### src/rtl/clk_stable_seq.sv
// ---------------------------------------------------------------------------
// clk_stable_seq
//
// Purpose:
//    Sequences the platform clock bring-up. After the clock-enable stage drops
//    the platform clocks OE#, a microsecond lock timer runs before the clocks
//    are declared stable. While stable, a second timer qualifies the CPU BCLK5
//    output. Losing the clocks while the main VR is still good is latched as a
//    sticky fault.
//
// Ports:
//    iClk          system clock, the only clock of the block
//    iRst_n        asynchronous active-low reset
//    i1uSCE        one-iClk-wide pulse every microsecond
//    iClksOe_n     platform clocks OE# (FM_PLD_CLKS_OE_N)
//    iBclk5Oe_n    CPU BCLK5 OE# (FM_CPU_BCLK5_OE_N)
//    iMainVRPwrgd  main VR power-good
//    iClrFault     single-cycle pulse clearing oClkFault
//    oClkStable    platform clocks settled
//    oBclk5Stable  BCLK5 settled (only ever set while oClkStable is set)
//    oClkFault     sticky flag for unexpected clock loss
//    oSeqState     current main FSM state encoding
//
// All inputs are already synchronous to iClk; no synchronizers are added.
// ---------------------------------------------------------------------------
module clk_stable_seq #(
   parameter logic [9:0] LOCK_US  = 10'd500,
   parameter logic [9:0] BCLK5_US = 10'd100
) (
   input  logic       iClk,
   input  logic       iRst_n,
   input  logic       i1uSCE,
   input  logic       iClksOe_n,
   input  logic       iBclk5Oe_n,
   input  logic       iMainVRPwrgd,
   input  logic       iClrFault,
   output logic       oClkStable,
   output logic       oBclk5Stable,
   output logic       oClkFault,
   output logic [1:0] oSeqState
);

   typedef enum logic [1:0] {
      IDLE      = 2'b00,
      WAIT_LOCK = 2'b01,
      STABLE    = 2'b10,
      ILLEGAL   = 2'b11
   } seqState_t;

   // A zero delay would never let the counters match, so it means one tick.
   localparam logic [9:0] LOCK_TGT  = (LOCK_US  == 10'd0) ? 10'd1 : LOCK_US;
   localparam logic [9:0] LOCK_LAST = LOCK_TGT - 10'd1;
   localparam logic [9:0] BCLK_TGT  = (BCLK5_US == 10'd0) ? 10'd1 : BCLK5_US;

   seqState_t  state_q;
   logic [9:0] lockCnt_q;
   logic       clkStable_q;
   logic [9:0] bclkCnt_q;
   logic [9:0] bclkCnt_d;
   logic       bclk5Stable_q;
   logic       bclk5Stable_d;
   logic       clkFault_q;
   logic       clkFault_d;
   logic       leaveStable;
   logic       bclkRun;

   // Leaving STABLE is decided from the current inputs so that the BCLK5
   // qualification drops on the same edge as oClkStable and can never outlive it.
   assign leaveStable = (state_q == STABLE) && iClksOe_n;
   assign bclkRun     = (state_q == STABLE) && !iClksOe_n && !iBclk5Oe_n;

   // Main sequencer: state, lock timer and registered oClkStable together.
   // The lock timer only advances on microsecond ticks and stops at the target
   // because the FSM leaves WAIT_LOCK on the final tick.
   always_ff @(posedge iClk or negedge iRst_n) begin
      if (!iRst_n) begin
         state_q     <= IDLE;
         lockCnt_q   <= 10'd0;
         clkStable_q <= 1'b0;
      end else begin
         case (state_q)
            IDLE: begin
               lockCnt_q   <= 10'd0;
               clkStable_q <= 1'b0;
               if (!iClksOe_n) begin
                  state_q <= WAIT_LOCK;
               end
            end
            WAIT_LOCK: begin
               if (iClksOe_n) begin
                  state_q     <= IDLE;
                  lockCnt_q   <= 10'd0;
                  clkStable_q <= 1'b0;
               end else if (i1uSCE) begin
                  lockCnt_q <= lockCnt_q + 10'd1;
                  if (lockCnt_q == LOCK_LAST) begin
                     state_q     <= STABLE;
                     clkStable_q <= 1'b1;
                  end
               end
            end
            STABLE: begin
               if (iClksOe_n) begin
                  state_q     <= IDLE;
                  lockCnt_q   <= 10'd0;
                  clkStable_q <= 1'b0;
               end else begin
                  clkStable_q <= 1'b1;
               end
            end
            default: begin
               state_q     <= IDLE;
               lockCnt_q   <= 10'd0;
               clkStable_q <= 1'b0;
            end
         endcase
      end
   end

   // Fault set wins over a simultaneous clear; an orderly power-down (VR
   // already gone) is not a fault.
   always_comb begin
      clkFault_d = clkFault_q;
      if (leaveStable && iMainVRPwrgd) begin
         clkFault_d = 1'b1;
      end else if (iClrFault) begin
         clkFault_d = 1'b0;
      end
   end

   // BCLK5 timer counts ticks only while qualified and saturates at the target.
   always_comb begin
      bclkCnt_d = 10'd0;
      if (bclkRun) begin
         bclkCnt_d = bclkCnt_q;
         if (i1uSCE && (bclkCnt_q != BCLK_TGT)) begin
            bclkCnt_d = bclkCnt_q + 10'd1;
         end
      end
      bclk5Stable_d = bclkRun && (bclkCnt_d == BCLK_TGT);
   end

   // Registers for the fault flag and the BCLK5 timer.
   always_ff @(posedge iClk or negedge iRst_n) begin
      if (!iRst_n) begin
         clkFault_q    <= 1'b0;
         bclkCnt_q     <= 10'd0;
         bclk5Stable_q <= 1'b0;
      end else begin
         clkFault_q    <= clkFault_d;
         bclkCnt_q     <= bclkCnt_d;
         bclk5Stable_q <= bclk5Stable_d;
      end
   end

   assign oClkStable   = clkStable_q;
   assign oBclk5Stable = bclk5Stable_q;
   assign oClkFault    = clkFault_q;
   assign oSeqState    = state_q;

endmodule

### config.mk
export PLATFORM = sky130hd
export DESIGN_NAME = clk_stable_seq
export DESIGN_NICKNAME = d
export VERILOG_FILES = /design/src/rtl/clk_stable_seq.sv
export SDC_FILE = /design/constraint.sdc
export NUM_CORES = 1
export LEC_CHECK = 0
export ABC_AREA = 1
export BUFFER_PORTS_ARGS = -buffer_cell sky130_fd_sc_hd__buf_2
export CORE_MARGIN = 4
export CORE_UTILIZATION = 45
export CTS_BUF_LIST = sky130_fd_sc_hd__clkbuf_16
export DETAILED_ROUTE_END_ITERATION = 7
export RECOVER_POWER = 25
export SETUP_SLACK_MARGIN = 0.3
export SLEW_MARGIN = 20
export SYNTH_ARGS = -nofsm -noshare
export SYNTH_HDL_FRONTEND = slang
export SYNTH_SLANG_ARGS = --single-unit
### constraint.sdc
create_clock -name iClk -period 2.35 [get_ports iClk]
set_clock_uncertainty 0.1 [all_clocks]
set_input_delay 0.3525 -clock iClk [delete_from_list [all_inputs] [get_ports iClk]]
set_output_delay 0.3525 -clock iClk [all_outputs]
set_load 0.05 [all_outputs]
==> results.toml <==
[final_layout]
fin_area_sq_um = 1732
syn2layout_area_growth_pct = 11.79
n_fill_cell = 349
fin_nets = 232
multi_input_area_sq_um = 777.0
regArea_sq_um = 625.6
layout_common_cells = "nand2_1 (51), inv_1 (34), dfrtp_1 (25)"
drive_above_1_share = 0.1606
final_common_cell = "nand2_1"
n_antenna_cell = 0

[critical_path]
cp.required_ns = 2.39
critPathBufInv = 1
crit_family = "simple AND/OR/NAND/NOR gates"
crit_path_max_incr_delay_ns = 0.37
worstSetupPathType = "reg -> reg"
cp-start-kind = "register"
cp_max_fo = 6
crit_arrival_ns = 1.88
critPathCaptureType = "register"
path_cells = "inv_1 > ha_1 > nand2_4 > nand2_1 > nand2_4 > nand3_1 > nor2_2 > nand3_1 > nand2_1 > nor2_1"
slowest_stage = "dfrtp_1"

[floorplanning]
core_sq_um = 3337
die_w_um = 66.67
rows = 21
start_util = 0.4642
fp.dieH_um = 66.67
io_pins = 12
die_area_sq_um = 4445

[flow_run]
max_cap_violations = 0

[drt]
drc = 0
vias = 1251
vias_per_cell = 4.739
first_pass_iters = 4
finalWirelength_um = 2835
first_iter_violations = 47
ant_nets = 0
routedWlPerCell_um = 10.74

[clocking]
cts_max_level = 1
clk_latency_ns = 0.25
tritoncts = "done"
cts_root_buf = "clkbuf_16"
cts_setup_buffers = 0
cts.clk_slew.worst_paths_ns = 0.06
cts_buffers = 3
clk_path_buf_depth = 2
cts_sinks = 25
cts_resized = 0
cts_hold_buf = 0

[sta]
finalMaxSlewViolations = 0
fmax_ghz = 0.5429
fin_setup_tns_ns = 0
hold_violations = 0
rsz0062_at_grt = "false"
slew_headroom = 0.1153
period_share = 0.7838
min_period_ns = 1.842
worstMarginPinSlew_ns = 1.327
setup_viol = 0

[synthesis]
yosys.area_share.adder = 0.04847
yosysTopAreaCell = "dfrtp_1"
synth_fp_nets = 217
synthFlopType = "dfrtp_1"
ys_seq_area_frac = 0.4039
ys_ff_latch = 25
synth_area_leaders = "dfrtp_1 (40%), nand2_1 (12%), inv_1 (8.0%), nand3_1 (6.1%), a21oi_1 (4.8%)"
synth-xor-area-share = 0
synthesis.area_sq_um = 1549
synth-edff-count = 0
muxShareOfSynthArea = 0
syn_inst = 204
synth-simple-area-share = 0.3700
postSynthAreaPerCell_sq_um = 7.593
synth_compound_area_frac = 0.08320
synth.top_cell.area_share = 0.4039
synth_top_family_by_area = "simple AND/OR/NAND/NOR gates"
synthArstFlopShare = 1.000
synth_cell_types = 25
yosysWarnings = 0

[hold_path]
holdCritPathClass = "in -> reg"

[status]
status = "completed"

[global_routing]
grt_first_pass_wirelength_um = 5071
grt_pass1_vias = 1200
grtUsageTotal = 0.1481
grt_max_degree = 26
antenna_found_initial = 0
grt_overflow = 0

[pwr]
power_density_nw_per_um2 = 710.2
switching_share = 0.3459
pwr-share-seq = 0.415
p_leak_nw = 0.8428
combPwrFrac = 0.290
power_frac_clock = 0.295
power.switching_w = 0.0004254
internal_power_w = 0.0008044
irDropWorstVdd_uv = 609.5

[place]
placed_cell_area_sq_um = 1654
place.gp.congestion = 0.8093
port_buffers = 11
dp_hpwl_um = 2227
worst register-to-register path: stages, from the launching register on:
cell     delay (ns)
dfrtp_1        0.37
inv_1          0.09
ha_1           0.25
nand2_4        0.14
nand2_1        0.12
nand2_4        0.12
nand3_1        0.10
nor2_2         0.21
nand3_1        0.10
nand2_1        0.08
nor2_1         0.04
per-layer routing:
metal,GRT usage,vias to the layer above,part of all wire
met5,0,-,0
met4,0.05330,0,0.0074
met3,0.02024,2,0.019
met2,0.2512,9,0.50
met1,0.1907,572,0.48
li1,-,668,-
stage by stage:
| step | power, W | instances | hold WS [ns] | setup WS, ns | utilization |
|---|---|---|---|---|---|
| 3_5_place_dp | 0.0008795 | 260 | 0.2800 | 0.5217 | 0.4957 |
| 4_1_cts | 0.001251 | 264 | 0.008968 | 0.5106 | 0.5193 |
| 5_1_grt | 0.001322 | 264 | 0.1924 | 0.3287 | 0.5189 |
| 3_3_place_gp | 0.0008694 | 260 | 0.2719 | 0.6204 | 0.4957 |
| 2_1_floorplan | 0.0007907 | 204 | -0.04309 | 0.3084 | - |
| 6_report | 0.001230 | 264 | 0.1980 | 0.5081 | 0.5189 |
power groups by stage:
stage | registers, W | clock network, W | logic, W
5_1_grt | 0.000519 | 0.000403 | 0.000401
3_3_place_gp | 0.000515 | 0 | 0.000354
4_1_cts | 0.000512 | 0.000377 | 0.000363
3_5_place_dp | 0.000520 | 0 | 0.000360
6_report | 0.000511 | 0.000363 | 0.000356
2_1_floorplan | 0.000598 | 0 | 0.000193
flip-flops by register name, summed over array words and instances (netlist names):
name	count
bclkCnt_q	10
lockCnt_q	10
oBclk5Stable	1
oClkFault	1
oClkStable	1
oSeqState	2
cell families after synthesis:
family / after synthesis
and+or+nand+nor: 111
buffers and inverters: 38
DFF: 25
AOI/OAI and AO/OA: 24
adders and majority gates: 6
final cells by class:
| class | count | share of cell area |
|---|---|---|
| Clock inverter | 1 | 0.002168 |
| Sequential cell | 25 | 0.3613 |
| Clock buffer | 3 | 0.04335 |
| Timing Repair Buffer | 11 | 0.03107 |
| Inverter | 37 | 0.08020 |
| Multi-Input combinational cell | 141 | 0.4487 |
| Tap cell | 46 | 0.03324 |
cells in the mapped netlist, types with 2 or more instances:
library cell,number
inv_1,33
nand2_1,51
nor3_1,2
nor2_2,3
nand3_1,19
dfrtp_1,25
a21oi_1,15
nor2_4,4
o21ai_0,4
o21ai_1,3
inv_2,3
nand2_4,3
nor2_1,19
ha_1,6
nand2_2,4
path summary, 6_finish.rpt:
kind	from	endpoint	slack, ns	cells after the start
max	oSeqState[0]$_DFFE_PN0P_	lockCnt_q[8]$_DFFE_PN0P_	0.51	10
min	iClrFault	oClkFault$_DFFE_PN0P_	0.20	2
max reg2reg	oSeqState[0]$_DFFE_PN0P_	lockCnt_q[8]$_DFFE_PN0P_	0.51	10
min reg2reg	lockCnt_q[4]$_DFFE_PN0P_	lockCnt_q[4]$_DFFE_PN0P_	0.39	1
max in group asynchronous	iRst_n	bclkCnt_q[7]$_DFF_PN0_	1.09	1
min in group asynchronous	iRst_n	bclkCnt_q[1]$_DFF_PN0_	0.28	1
(Power assumes the default switching activity.)
